<file path="src/rtl/loader_pkg.sv">
// Shared definitions for the program loader: FSM state encoding and framing constants.
package loader_pkg;

    localparam int unsigned BYTE_WIDTH     = 8;
    localparam int unsigned BYTES_PER_WORD = 2;
    localparam int unsigned WORD_WIDTH     = BYTE_WIDTH * BYTES_PER_WORD;

    typedef enum logic [2:0] {
        S_IDLE  = 3'd0,
        S_COUNT = 3'd1,
        S_HI    = 3'd2,
        S_LO    = 3'd3,
        S_CHECK = 3'd4,
        S_DONE  = 3'd5,
        S_ERROR = 3'd6
    } state_e;

endpackage

</file>
<file path="src/rtl/prog_loader_if.sv">
// Byte-stream input and instruction RAM write port of the program loader.
interface prog_loader_if #(
    parameter int unsigned ADDR_WIDTH = 8,
    parameter int unsigned DATA_WIDTH = 16
);
    logic                  in_valid;
    logic [7:0]            in_data;
    logic                  in_ready;
    logic                  mem_we;
    logic [ADDR_WIDTH-1:0] mem_addr;
    logic [DATA_WIDTH-1:0] mem_wdata;

    modport master (output in_valid, output in_data, input in_ready,
                    input mem_we, input mem_addr, input mem_wdata);
    modport slave  (input in_valid, input in_data, output in_ready,
                    output mem_we, output mem_addr, output mem_wdata);
endinterface

</file>
<file path="src/rtl/prog_loader_xor_accum.sv">
// 8-bit running XOR of the frame bytes, with a compare against the checksum byte.
module xor_accum
    import loader_pkg::*;
(
    input  logic                  clk,
    input  logic                  rst,
    input  logic                  init,
    input  logic                  update,
    input  logic [BYTE_WIDTH-1:0] din,
    output logic [BYTE_WIDTH-1:0] acc,
    output logic                  match_c
);

    always_ff @(posedge clk or posedge rst) begin
        if (rst) begin
            acc <= '0;
        end else if (init) begin
            acc <= din;
        end else if (update) begin
            acc <= acc ^ din;
        end
    end

    assign match_c = (acc == din);

endmodule

</file>
<file path="src/rtl/prog_loader.sv">
// Loads a framed byte stream into instruction RAM and holds the CPU in reset until
// the image checksum has been verified.
module prog_loader
    import loader_pkg::*;
#(
    parameter int unsigned DATA_WIDTH = WORD_WIDTH,
    parameter int unsigned ADDR_WIDTH = 8,
    parameter int unsigned BASE_ADDR  = 0
) (
    input  logic           clk,
    input  logic           pc_reset,
    input  logic           start,
    prog_loader_if.slave   bus,
    output logic           cpu_hold,
    output logic           done,
    output logic           error
);

    state_e                state_q, state_d;
    logic [7:0]            count_q, count_d;
    logic [7:0]            index_q, index_d;
    logic [7:0]            hi_q, hi_d;
    logic                  we_d;
    logic [ADDR_WIDTH-1:0] addr_d;
    logic [DATA_WIDTH-1:0] wdata_d;
    logic                  acc_init, acc_update;
    logic [7:0]            acc;
    logic                  match_c;
    logic                  xfer;

    xor_accum u_xor (
        .clk     (clk),
        .rst     (pc_reset),
        .init    (acc_init),
        .update  (acc_update),
        .din     (bus.in_data),
        .acc     (acc),
        .match_c (match_c)
    );

    // in_ready is a registered state decode, so xfer never loops back into in_ready.
    assign xfer = bus.in_valid && bus.in_ready;

    always_comb begin
        state_d    = state_q;
        count_d    = count_q;
        index_d    = index_q;
        hi_d       = hi_q;
        we_d       = 1'b0;
        addr_d     = bus.mem_addr;
        wdata_d    = bus.mem_wdata;
        acc_init   = 1'b0;
        acc_update = 1'b0;

        unique case (state_q)
            S_IDLE, S_DONE, S_ERROR: begin
                if (start) state_d = S_COUNT;
            end
            S_COUNT: begin
                if (xfer) begin
                    count_d  = bus.in_data;
                    index_d  = 8'd0;
                    acc_init = 1'b1;
                    state_d  = (bus.in_data == 8'd0) ? S_CHECK : S_HI;
                end
            end
            S_HI: begin
                if (xfer) begin
                    hi_d       = bus.in_data;
                    acc_update = 1'b1;
                    state_d    = S_LO;
                end
            end
            S_LO: begin
                if (xfer) begin
                    acc_update = 1'b1;
                    we_d       = 1'b1;
                    addr_d     = ADDR_WIDTH'(BASE_ADDR) + ADDR_WIDTH'(index_q);
                    wdata_d    = DATA_WIDTH'({hi_q, bus.in_data});
                    if ((9'(index_q) + 9'd1) == 9'(count_q)) begin
                        state_d = S_CHECK;
                    end else begin
                        index_d = 8'(index_q + 8'd1);
                        state_d = S_HI;
                    end
                end
            end
            S_CHECK: begin
                if (xfer) state_d = match_c ? S_DONE : S_ERROR;
            end
            default: state_d = S_IDLE;
        endcase
    end

    // Status outputs are registered decodes of the next state, so they track state_q exactly.
    always_ff @(posedge clk or posedge pc_reset) begin
        if (pc_reset) begin
            state_q       <= S_IDLE;
            count_q       <= '0;
            index_q       <= '0;
            hi_q          <= '0;
            bus.in_ready  <= 1'b0;
            bus.mem_we    <= 1'b0;
            bus.mem_addr  <= '0;
            bus.mem_wdata <= '0;
            cpu_hold      <= 1'b1;
            done          <= 1'b0;
            error         <= 1'b0;
        end else begin
            state_q       <= state_d;
            count_q       <= count_d;
            index_q       <= index_d;
            hi_q          <= hi_d;
            bus.in_ready  <= (state_d == S_COUNT) || (state_d == S_HI) ||
                             (state_d == S_LO)    || (state_d == S_CHECK);
            bus.mem_we    <= we_d;
            bus.mem_addr  <= addr_d;
            bus.mem_wdata <= wdata_d;
            cpu_hold      <= (state_d != S_DONE);
            done          <= (state_d == S_DONE);
            error         <= (state_d == S_ERROR);
        end
    end

endmodule

</file>
<file path="src/flat_wrapper.sv">
// flat-port wrapper written by rule: the top's interface ports become plain ports
module prog_loader_flat import loader_pkg::*;
#(
    parameter int unsigned DATA_WIDTH = WORD_WIDTH,
    parameter int unsigned ADDR_WIDTH = 8,
    parameter int unsigned BASE_ADDR  = 0
)
  (clk, pc_reset, start, cpu_hold, done, error, bus_in_valid, bus_in_data, bus_in_ready, bus_mem_we, bus_mem_addr, bus_mem_wdata);
  prog_loader_if #(.ADDR_WIDTH(ADDR_WIDTH), .DATA_WIDTH(DATA_WIDTH)) bus_i ();
  input  logic clk;
  input  logic pc_reset;
  input  logic start;
  output logic cpu_hold;
  output logic done;
  output logic error;
  input wire logic [$bits(bus_i.in_valid)-1:0] bus_in_valid;
  input wire logic [$bits(bus_i.in_data)-1:0] bus_in_data;
  output wire logic [$bits(bus_i.in_ready)-1:0] bus_in_ready;
  output wire logic [$bits(bus_i.mem_we)-1:0] bus_mem_we;
  output wire logic [$bits(bus_i.mem_addr)-1:0] bus_mem_addr;
  output wire logic [$bits(bus_i.mem_wdata)-1:0] bus_mem_wdata;
  assign bus_i.in_valid = bus_in_valid;
  assign bus_i.in_data = bus_in_data;
  assign bus_in_ready = bus_i.in_ready;
  assign bus_mem_we = bus_i.mem_we;
  assign bus_mem_addr = bus_i.mem_addr;
  assign bus_mem_wdata = bus_i.mem_wdata;
  prog_loader #(.DATA_WIDTH(DATA_WIDTH), .ADDR_WIDTH(ADDR_WIDTH), .BASE_ADDR(BASE_ADDR)) u_core (.clk(clk), .pc_reset(pc_reset), .start(start), .bus(bus_i), .cpu_hold(cpu_hold), .done(done), .error(error));
endmodule
</file>
<file path="config.mk">
export PLATFORM = sky130hd
export DESIGN_NAME = prog_loader_flat
export DESIGN_NICKNAME = d
export VERILOG_FILES = /design/src/rtl/loader_pkg.sv /design/src/rtl/prog_loader_if.sv /design/src/rtl/prog_loader_xor_accum.sv /design/src/rtl/prog_loader.sv /design/src/flat_wrapper.sv
export SDC_FILE = /design/constraint.sdc
export NUM_CORES = 1
export LEC_CHECK = 0
export CAP_MARGIN = 20
export CORE_MARGIN = 2
export CORE_UTILIZATION = 59
export CTS_CLUSTER_DIAMETER = 200
export DETAILED_ROUTE_END_ITERATION = 7
export MAX_ROUTING_LAYER = met4
export PLACE_DENSITY = 0.85
export SLEW_MARGIN = 20
export SYNTH_ARGS = -nofsm -noshare
export SYNTH_HDL_FRONTEND = slang
export SYNTH_SLANG_ARGS = --single-unit
</file>
<file path="constraint.sdc">
create_clock -name clk -period 4.4 [get_ports clk]
set_clock_uncertainty 0.15 [all_clocks]
set_input_delay 1.1 -clock clk [delete_from_list [all_inputs] [get_ports clk]]
set_output_delay 1.1 -clock clk [all_outputs]
set_load 0.01 [all_outputs]
</file>
==> out/results.txt <==
Setup Buffers After CTS - 0
DP HPWL - 5005 um
Mapped Avg Cell Area - 9.371 um2
PostCTS Resize Cnt - 0
Worst Tran Pin Value - 0.9177 ns
Fill cells - 366
Largest net degree at the start of global routing - 46
Synth top area cells - dfrtp_1 50%, nand2_1 12%, mux2_2 2.9%
Yosys reg bits - 64
Ratio of cells with drive above 1 in the final layout - 11.35%
Yosys warns - 0
Slowest-stage cell, CP - clkdlybuf4s50_1
Synth top area share - 50.22%
Synth Area in XOR/XNOR - 4.384%
Total track usage - 27.97%
Fin area - 0.003796 mm2
Die Area - 0.005921 mm2
Worst hold slack - 0.3235 ns
CTS hold repair buffers - 0
Final hold violations - 0
Final WL - 7410 um
P&R area growth vs syn - 20.92%
Fin nets - 378
Global-route wire length before repair - 12370 um
Adder-cell share of the synthesized area - 0.3986%
CP max stage delay - 0.59 ns
Pre-antenna DRT Iters - 4
TNS Setup - 0 ns
Initial antenna violation count - 0
DRC - 0
Required time worst endpoint - 4.52 ns
CP Max Fanout - 7
RSZ-0062 raised after global routing - false
Asr flop ratio synth - 100.0%
Placement Setup Slack - 1.094 ns
FP Rows - 26
Synth Area in Compound Gates - 13.95%
Fmax - 332.7 MHz
Vias - 2567
EDFF count, synth - 0
CTS tree - yes
Core area - 0.005107 mm2
Number of global-route vias before repair - 2528
Vias per inst - 5.834
Post-Syn Area - 0.003139 mm2
MaxCap Viol Count - 0
Syn Nets - 348
Leak - 1.701 nW
Peak supply drop - 0.4994 mV
Area leader, netlist - dfrtp_1
Worst setup EP type - flip-flop
Die W - 76.95 um
Antenna Cells - 0
DP Area - 0.003543 mm2
TritonCTS Buffers - 9
Top-Level Pins - 41
Gr ovfl total - 0
Worst Slack Setup Final - 1.394 ns
Pwr/cell area - 752.5 mW/mm2
Root buf cell - clkbuf_8
Tmin final - 3.006 ns
WL/cell - 16.84 um
Starting density of the core - 61.46%
Combinational family with the most area after synthesis - simple AND/OR/NAND/NOR gates
Clk_lat worst skew - 0.34 ns
Post-Synth Simple-Gate Area - 21.88%
Drt first-iter violations - 279
Min-Delay Path Class - flip-flop to flip-flop
Final period utilization - 68.31%
CTS clk-pin slew, worst paths - 0.07 ns
Cells along the critical path - clkdlybuf4s50_1, xor2_1, nor4_1, nand2_1, o221a_2, and3_1, a31oi_1
Post-DRT Antenna Nets - 0
Primary FF master, synth - dfrtp_1
Final Setup Violations - 0
Clock Path Buffers - 2
Yosys cell types - 56
Crit Path Class - primary input to flip-flop
Mapped Cells - 335
Clock sink count - 64
Sequential area share after synthesis - 51.06%
Status - finished, final reports clean
Max-slew headroom - 38.73%
Die height - 76.95 um
Crit path DAT - 3.13 ns
CTS HTree Levels - 3
GPL Wtd Cong - 0.9302
Startpoint types - primary input
IO Port Bufs - 40
Fin. max-slew vios - 0
Multiplexer share of the synthesized area - 3.507%
[cell type report]
cell class	instances	area (um2)	area share [%]
Clock buffer	10	137.6	3.626
Inverter	10	37.54	0.9888
Clock inverter	6	115.1	3.032
Multi-Input combinational cell	236	1385	36.49
Timing Repair Buffer	44	430.4	11.34
Tap cell	70	87.58	2.307
Sequential cell	64	1603	42.22
[placed cells by master (no fill, tap or decap), types with 3 or more instances in the layout]
master           instances
and2_1                   4
nand2b_1                 4
xor2_1                  10
nand2_1                103
buf_4                    4
bufinv_16                3
dfrtp_1                 63
nand3_1                 11
nor4_1                   4
o21ai_0                  8
a311oi_1                 8
nor2b_1                  3
mux2_2                   8
o211ai_1                 4
a21oi_1                 10
clkbuf_8                10
clkdlybuf4s50_1         40
nor2_1                  13
inv_1                    9
[path summary, 6_finish.rpt]
check                                  startpoint                  endpoint  slack [ns]  depth (start not counted)
setup / recovery                   bus_in_data[0]       u_core.bus.in_ready        1.39                          7
hold / removal             u_core.bus.mem_addr[4]    u_core.bus.mem_addr[4]        0.32                          2
setup reg to reg                u_core.index_q[0]         u_core.index_q[1]        1.68                          7
hold reg to reg            u_core.bus.mem_addr[4]    u_core.bus.mem_addr[4]        0.32                          2
max in group asynchronous                pc_reset         u_core.index_q[7]        2.23                          3
min in group asynchronous                pc_reset  u_core.bus.mem_wdata[14]        1.15                          2
[through the flow]
stage	util, %	cells	power (W)
detailed placement	69.38	424	0.002211
global placement	69.38	424	0.002156
finish	74.33	440	0.002856
global route	74.33	440	0.003038
floorplan	-	335	0.001816
CTS	74.33	440	0.002861
[Yosys cell counts, drive strengths merged, types with 2 or more instances]
cell	number
buf	9
nand3	11
a21oi	11
a21boi	2
and2	4
a2111oi	2
xor2	12
nor2	13
nor4	4
a31oi	2
a32oi	2
nand2	103
mux2i	2
xnor2	2
clkbuf	16
mux2	8
o21ai	10
a311oi	8
nand2b	4
o211ai	5
and3	2
or2	2
nor2b	3
nand4	2
o21a	2
dfrtp	63
or4	2
inv	10
[routing by layer]
metal | GRT usage, % | part of all wire, % | up-vias
li1 | - | - | 1201
met1 | 34.81 | 43 | 1253
met2 | 44.56 | 49 | 91
met3 | 4.706 | 5.2 | 22
met4 | 13.82 | 2.9 | 0
met5 | - | 0 | -
[flip-flops by register name, indices dropped and copies added (netlist names), 3 cells and up]
name                  flops
u_core.index_q            8
u_core.u_xor.acc          8
u_core.hi_q               8
u_core.bus.mem_wdata     16
u_core.state_q            3
u_core.count_q            8
u_core.bus.mem_addr       8
[logic make-up (layout without fill, tap and decap cells)]
logic type,count (synthesis),after routing
DFF,64,64
xor gates and xnor gates,14,14
adders and majority gates,1,1
muxes,10,10
AOI/OAI and AO/OA,56,56
and+or+nand+nor,155,155
buffers and inverters,35,70
[report_power, final]
part,switching [W],internal (W),leakage [nW],total [W]
Sequential,0.000277,0.000851,0.780,0.00113
Clock,0.000231,0.000394,0.123,0.000626
Combinational,0.000565,0.000538,0.798,0.00110
[worst max-delay path, delay by kind of cell]
family                 cells  cell delay [ns]
AO/OA/AOI/OAI              2             0.49
XOR/XNOR                   1             0.25
buffers and inverters      1             0.59
AND/OR/NAND/NOR            3             0.71
No activity file was read; power rests on OpenSTA's default activity.
